==> config.mk <==
export PLATFORM = sky130hd
export DESIGN_NAME = mips_multicycle_ctrl
export DESIGN_NICKNAME = d
export VERILOG_FILES = /design/src/rtl/mips_mc_pkg.sv /design/src/rtl/mc_alu_decoder.sv /design/src/rtl/mips_multicycle_ctrl.sv
export SDC_FILE = /design/constraint.sdc
export NUM_CORES = 1
export LEC_CHECK = 0
export CAP_MARGIN = 20
export CORE_ASPECT_RATIO = 0.75
export CORE_MARGIN = 10
export CORE_UTILIZATION = 52
export CTS_BUF_LIST = sky130_fd_sc_hd__clkbuf_8
export DETAILED_ROUTE_END_ITERATION = 12
export PLACE_DENSITY = 0.87
export SLEW_MARGIN = 20
export SYNTH_ARGS = -nofsm -noshare
export SYNTH_HDL_FRONTEND = slang
export SYNTH_SLANG_ARGS = --single-unit
==> constraint.sdc <==
create_clock -name clk -period 3.64 [get_ports clk]
set_input_delay 0.728 -clock clk [delete_from_list [all_inputs] [get_ports clk]]
set_output_delay 0.728 -clock clk [all_outputs]
set_load 0.03 [all_outputs]
==> src/rtl/mips_mc_pkg.sv <==
// Shared types and encodings for the multicycle MIPS control unit.
// States, opcode/funct values and datapath mux selects live here.
package mips_mc_pkg;

    typedef enum logic [3:0] {
        INIT, FETCH, DECODE, MEMADR, MEMRD, MEMWB, MEMWR,
        EXECUTE, ALUWB, BRANCH, ADDIEX, ADDIWB, JUMP
    } state_t;

    localparam logic [5:0] OP_RTYPE = 6'b000000;
    localparam logic [5:0] OP_LW    = 6'b100011;
    localparam logic [5:0] OP_SW    = 6'b101011;
    localparam logic [5:0] OP_BEQ   = 6'b000100;
    localparam logic [5:0] OP_BNE   = 6'b000101;
    localparam logic [5:0] OP_ADDI  = 6'b001000;
    localparam logic [5:0] OP_J     = 6'b000010;

    localparam logic [5:0] FN_ADD = 6'b100000;
    localparam logic [5:0] FN_SUB = 6'b100010;
    localparam logic [5:0] FN_AND = 6'b100100;
    localparam logic [5:0] FN_OR  = 6'b100101;
    localparam logic [5:0] FN_SLT = 6'b101010;

    localparam logic [2:0] ALU_ADD = 3'b010;
    localparam logic [2:0] ALU_SUB = 3'b110;
    localparam logic [2:0] ALU_AND = 3'b000;
    localparam logic [2:0] ALU_OR  = 3'b001;
    localparam logic [2:0] ALU_SLT = 3'b111;

    localparam logic [1:0] SRCB_B      = 2'b00;
    localparam logic [1:0] SRCB_FOUR   = 2'b01;
    localparam logic [1:0] SRCB_IMM    = 2'b10;
    localparam logic [1:0] SRCB_IMM_SH = 2'b11;

    localparam logic [1:0] PC_ALU    = 2'b00;
    localparam logic [1:0] PC_ALUOUT = 2'b01;
    localparam logic [1:0] PC_JUMP   = 2'b10;

endpackage

==> src/rtl/mc_alu_decoder.sv <==
// R-type funct decoder: selects the ALU operation and flags functs
// this core does not implement.
module mc_alu_decoder
    import mips_mc_pkg::*;
(
    input  logic [5:0] funct,
    output logic [2:0] alu_op,
    output logic       illegal
);

    always_comb begin
        alu_op  = ALU_ADD;
        illegal = 1'b0;
        case (funct)
            FN_ADD:  alu_op = ALU_ADD;
            FN_SUB:  alu_op = ALU_SUB;
            FN_AND:  alu_op = ALU_AND;
            FN_OR:   alu_op = ALU_OR;
            FN_SLT:  alu_op = ALU_SLT;
            default: illegal = 1'b1;
        endcase
    end

endmodule

==> src/rtl/mips_multicycle_ctrl.sv <==
// Moore-style multicycle MIPS controller: sequences fetch/decode/execute/
// memory/writeback over a shared ALU and memory port, counting retirements.
module mips_multicycle_ctrl
    import mips_mc_pkg::*;
#(
    parameter int SUPPORT_BNE = 1,
    parameter int ALUCTL_W    = 3,
    parameter int CNT_W       = 32
) (
    input  logic                clk,
    input  logic                rst_n,
    input  logic [5:0]          opcode,
    input  logic [5:0]          funct,
    input  logic                zero,
    input  logic                mem_ready,
    output logic                mem_req,
    output logic                i_or_d,
    output logic                mem_write,
    output logic                ir_write,
    output logic                pc_en,
    output logic                reg_dst,
    output logic                memto_reg,
    output logic                reg_write,
    output logic                alu_src_a,
    output logic [1:0]          alu_src_b,
    output logic [ALUCTL_W-1:0] alu_control,
    output logic [1:0]          pc_src,
    output logic                illegal_op,
    output logic [CNT_W-1:0]    instr_retired
);

    state_t     state, next_state;
    logic       pc_write, branch, taken, retire;
    logic [2:0] alu_sel, funct_op;
    logic       funct_bad;

    mc_alu_decoder u_alu_dec (
        .funct   (funct),
        .alu_op  (funct_op),
        .illegal (funct_bad)
    );

    always_ff @(posedge clk or negedge rst_n) begin
        if (!rst_n) state <= INIT;
        else        state <= next_state;
    end

    always_comb begin
        next_state = state;
        mem_req    = 1'b0;
        i_or_d     = 1'b0;
        mem_write  = 1'b0;
        ir_write   = 1'b0;
        pc_write   = 1'b0;
        branch     = 1'b0;
        reg_dst    = 1'b0;
        memto_reg  = 1'b0;
        reg_write  = 1'b0;
        alu_src_a  = 1'b0;
        alu_src_b  = SRCB_B;
        alu_sel    = ALU_ADD;
        pc_src     = PC_ALU;
        illegal_op = 1'b0;
        retire     = 1'b0;
        case (state)
            INIT: begin
                alu_sel    = 3'b000;
                next_state = FETCH;
            end
            FETCH: begin
                mem_req   = 1'b1;
                alu_src_b = SRCB_FOUR;
                if (mem_ready) begin
                    ir_write   = 1'b1;
                    pc_write   = 1'b1;
                    next_state = DECODE;
                end
            end
            DECODE: begin
                // Branch target is precomputed into ALU-out while decoding.
                alu_src_b = SRCB_IMM_SH;
                case (opcode)
                    OP_LW, OP_SW: next_state = MEMADR;
                    OP_RTYPE:     next_state = EXECUTE;
                    OP_BEQ:       next_state = BRANCH;
                    OP_BNE: begin
                        if (SUPPORT_BNE != 0) begin
                            next_state = BRANCH;
                        end else begin
                            illegal_op = 1'b1;
                            next_state = FETCH;
                        end
                    end
                    OP_ADDI:      next_state = ADDIEX;
                    OP_J:         next_state = JUMP;
                    default: begin
                        illegal_op = 1'b1;
                        next_state = FETCH;
                    end
                endcase
            end
            MEMADR: begin
                alu_src_a  = 1'b1;
                alu_src_b  = SRCB_IMM;
                next_state = (opcode == OP_SW) ? MEMWR : MEMRD;
            end
            MEMRD: begin
                mem_req = 1'b1;
                i_or_d  = 1'b1;
                if (mem_ready) next_state = MEMWB;
            end
            MEMWB: begin
                memto_reg  = 1'b1;
                reg_write  = 1'b1;
                retire     = 1'b1;
                next_state = FETCH;
            end
            MEMWR: begin
                mem_req   = 1'b1;
                i_or_d    = 1'b1;
                mem_write = 1'b1;
                if (mem_ready) begin
                    retire     = 1'b1;
                    next_state = FETCH;
                end
            end
            EXECUTE: begin
                alu_src_a = 1'b1;
                alu_sel   = funct_op;
                if (funct_bad) begin
                    illegal_op = 1'b1;
                    next_state = FETCH;
                end else begin
                    next_state = ALUWB;
                end
            end
            ALUWB: begin
                reg_dst    = 1'b1;
                reg_write  = 1'b1;
                retire     = 1'b1;
                next_state = FETCH;
            end
            BRANCH: begin
                alu_src_a  = 1'b1;
                alu_sel    = ALU_SUB;
                pc_src     = PC_ALUOUT;
                branch     = 1'b1;
                retire     = 1'b1;
                next_state = FETCH;
            end
            ADDIEX: begin
                alu_src_a  = 1'b1;
                alu_src_b  = SRCB_IMM;
                next_state = ADDIWB;
            end
            ADDIWB: begin
                reg_write  = 1'b1;
                retire     = 1'b1;
                next_state = FETCH;
            end
            JUMP: begin
                pc_src     = PC_JUMP;
                pc_write   = 1'b1;
                retire     = 1'b1;
                next_state = FETCH;
            end
            default: next_state = INIT;
        endcase
    end

    // The only opcode reaching BRANCH besides beq is bne, so invert for it.
    assign taken       = (opcode == OP_BNE) ? ~zero : zero;
    assign pc_en       = pc_write | (branch & taken);
    assign alu_control = ALUCTL_W'(alu_sel);

    always_ff @(posedge clk or negedge rst_n) begin
        if (!rst_n)      instr_retired <= '0;
        else if (retire) instr_retired <= instr_retired + CNT_W'(1);
    end

endmodule

==> metrics.md <==
| Metric | Value |
|---|---|
| Top cell type's share of synthesized area | `0.417` |
| Req. time, crit path | `2.91 ns` |
| CTS tree | `yes` |
| Type of the worst setup path | `in -> out` |
| Synth Area in Compound Gates | `0.112` |
| Total grt overflow | `0` |
| CP max stage cell | `clkdlybuf4s50_1` |
| Worst r2r path cells | `5` |
| Critical path endpoint category | `output port` |
| Maximum clock frequency | `0.285 GHz` |
| Post-synth top area cell | `dfrtp_1` |
| Power Dens Cells | `526 nW/um^2` |
| Worst hold endpoint | `instr_retired[29]` |
| Crit-path cells | `clkdlybuf4s50_1 -> or3_2 -> a211oi_1 -> o32ai_1 -> clkdlybuf4s50_1` |
| Clk sink count | `36` |
| Arrival time at the worst endpoint | `2.78 ns` |
| Die area | `7160 um^2` |
| Peak fanout along the critical path | `5` |
| Post-synthesis mux area share | `0.00984` |
| WP buf/inv | `2` |
| Clock share of power | `0.165` |
| Synth Register Bits | `36` |
| Io pins | `65` |
| Drt drc | `0` |
| Fin crit share | `0.965` |
| Initial core utilization | `0.537` |
| Drt pass-1 iters | `5` |
| Reg-to-reg setup timing slack | `1.26 ns` |
| Final setup viols | `0` |
| Simple-Gate Fraction of Synth Area | `0.293` |
| Sequential share of the synthesized area | `0.417` |
| Hold Buf Count CTS | `0` |
| Filler cells | `a little over 300` |
| Inserted Diodes | `0` |
| Top_reg_cell synth | `dfrtp_1` |
| Max Slew Vio Count | `0` |
| Vias | `2114` |
| Max-slew headroom | `0.286` |
| CTS-repair resized insts | `0` |
| Global-route wire length before repair | `around 10000 um` |
| Startpoint Class | `input port` |
| Switch Pwr | `0.670 mW` |
| Ys Warns | `0` |
| CTS H-tree lvls | `2` |
| RR Startpoint | `state[3]` |
| Avg Cell Area, Syn | `8.97 um^2` |
| Synth unique cells | `50` |
| Flop pwr share | `0.347` |
| Most frequent CP cell | `clkdlybuf4s50_1` |
| Pleak | `1.16 nW` |
| Crit-path leading delay family | `buffers and inverters` |
| HP Class | `reg -> reg` |
| Async set-reset flop share out of synthesis | `1.00` |
| Root Driver | `clkbuf_8` |
| Setup TNS | `0 ns` |
| Initial antenna violation count | `0` |
| Clock Skews | `0.00605 ns` |
| Cts bufs inserted | `5` |
| Area Growth Syn to Fin | `36.2%` |
| P_int | `0.878 mW` |
| Post-Synth Adder-Cell Area | `0.00579` |
| Final core utilization | `0.731` |
| Clock transition at the registers of the reported paths | `approximately 0.060 ns` |
| Wirelength per Cell | `16.8 um` |
| Row cnt | `20` |
| Synth Cell Area | `roughly 2200 um^2` |
| Status | `complete, no violations` |
| Share of post-route cells with drive strength above 1 | `0.0619` |
| Post-CTS Setup Bufs | `0` |
| Post-synth EDFFs | `0` |
| DP Wirelength | `4570 um` |
| Largest family of logic cells by synthesized area | `simple AND/OR/NAND/NOR gates` |
| Vias in the first global route | `2011` |
| Routed vias/inst | `a little under 6` |
| PortBufs | `64` |
| RSZ-0062 raised after global routing | `no` |
| Hold-critical path depth | `1` |
| Largest net degree at the start of global routing | `37` |
| MaxCap Viol Count | `0` |
| Antenna viol nets, final | `0` |
| Clock tree buffer depth | `2` |
| Die Ht | `75.8 um` |
| CP max stage delay | `0.62 ns` |
| Xor-xnor portion of the synthesized cell area | `0.134` |
| Hold Crit Start | `instr_retired[29]` |
| Switching Fraction | `0.433` |
| GRT Total Usage | `0.173` |
| Net Count, Synth | `258` |
| Final hold slack | `about 0.5 ns` |
| Starting DRT DRC Count | `248` |
| R2r endpoint | `instr_retired[12]` |
| Core Area | `about 4000 um^2` |
| Die width | `94.5 um` |
| Overall routed net length | `6080 um` |
| Main area contributors after synthesis | `dfrtp_1 (42%), xnor2_1 (11%), nand3_1 (4.4%)` |
| Share of power burned in combinational logic | `0.488` |
| Final worst path period need | `between 3 and 4 ns` |
| Fin. Hold Viols | `0` |
| Peak supply drop | `0.000396 V` |
| Worst-Margin Slew | `~1.1 ns` |
| Final net count | `approximately 320` |
| GP Congestion | `0.843` |
| Syn Inst Count | `241` |
| Clock Latency Late Sink | `0.29 ns` |
-- layout make-up --
| type | count | area, um^2 | share of cell area |
|---|---|---|---|
| multi-input combinational | 190 | 1200 | 0.407 |
| sequential | 36 | 901 | 0.306 |
| timing repair buffer | 70 | 683 | 0.232 |
| clock buffer | 5 | 68.8 | 0.0234 |
| tap | 55 | 68.8 | 0.0234 |
| inverter | 4 | 15.0 | 0.00510 |
| clock inverter | 2 | 8.76 | 0.00297 |
-- per-stage QoR --
| stage | worst slack [ns] | power (mW) | cells | cell area (um^2) |
|---|---|---|---|---|
| 2_1_floorplan | 0.826 | 1.01 | 241 | 2160 |
| 3_3_place_gp | 0.220 | 1.28 | 355 | 2870 |
| 3_5_place_dp | 0.181 | 1.29 | 355 | 2870 |
| 4_1_cts | 0.175 | 1.55 | 362 | 2940 |
| 5_1_grt | 0.0587 | 1.64 | 362 | 2940 |
| 6_report | 0.127 | 1.55 | 362 | 2940 |
-- synth_stat cells (2+ instances only) --
library cell / instances
dfrtp_1: 36
xnor2_1: 26
nand2_1: 24
nor2_1: 22
nand3_1: 19
nand4_1: 14
nor3_1: 7
xor2_1: 7
a21oi_1: 6
nand2b_1: 6
nor4_1: 6
clkbuf_1: 5
nor2b_1: 5
o21ai_0: 5
inv_1: 4
or3_1: 4
and3_1: 3
buf_1: 3
a211oi_1: 2
a311oi_1: 2
nor3_2: 2
nor3b_1: 2
o22ai_1: 2
o31a_1: 2
o32ai_1: 2
-- flip-flops by register name, summed over array words and instances (netlist names) --
name and count:
instr_retired 32, state 4
-- logic make-up (layout without fill, tap and decap cells) --
kind of cell | after synthesis | in the layout
AOI/OAI and AO/OA | 33 | 33
xor gates and xnor gates | 33 | 33
adders and majority gates | 1 | 1
buffers and inverters | 15 | 81
DFF | 36 | 36
muxes | 2 | 2
and+or+nand+nor | 121 | 121
-- power by group through the flow --
stage / Sequential [mW] / Clock, mW / Combinational (mW)
floorplan: 0.556 / 0 / 0.452
global placement: 0.539 / 0 / 0.740
detailed placement: 0.541 / 0 / 0.753
CTS: 0.536 / 0.256 / 0.759
global route: 0.549 / 0.277 / 0.817
finish: 0.537 / 0.255 / 0.756
-- worst reg2reg max path: stages (launching register included) --
cell and delay (ns):
dfrtp_1 0.66, nand2b_1 0.33, o211a_1 0.29, nor3_2 0.57, nand4_1 0.23, xnor2_1 0.18
-- cells in the final DEF, fill, tap and decap left out, types with 2 or more instances in the layout --
cell | Yosys | final
inv_1 | 4 | 5
a21oi_1 | 6 | 6
clkbuf_8 | 0 | 5
xor2_1 | 7 | 7
nor3_2 | 2 | 2
or3_1 | 4 | 4
nand2_1 | 24 | 24
nor2_1 | 22 | 22
clkdlybuf4s50_1 | 0 | 63
nor2b_1 | 5 | 5
o31a_1 | 2 | 2
a311oi_1 | 2 | 2
buf_4 | 1 | 7
nand2b_1 | 6 | 6
xnor2_1 | 26 | 26
o21ai_0 | 5 | 5
nand4_1 | 14 | 14
dfrtp_1 | 36 | 36
o32ai_1 | 2 | 2
a211oi_1 | 2 | 2
nor3_1 | 7 | 7
nand3_1 | 19 | 19
nor3b_1 | 2 | 2
nor4_1 | 6 | 6
and3_1 | 3 | 3
o22ai_1 | 2 | 2
-- worst max path at each step --
stage,cells past startpoint,from,endpoint
floorplan,5,opcode[3],pc_en
global placement,5,opcode[0],illegal_op
detailed placement,5,opcode[5],illegal_op
CTS,5,opcode[5],illegal_op
global route,7,opcode[1],illegal_op
finish,5,opcode[5],illegal_op
-- layer usage --
| metal | wire length (um) | track usage |
|---|---|---|
| met5 | 0 | 0 |
| met2 | 2910 | 0.280 |
| met4 | 93 | 0.0563 |
| met1 | 2520 | 0.219 |
| met3 | 556 | 0.0512 |
Note: power is estimated with default switching activity, not from simulation.
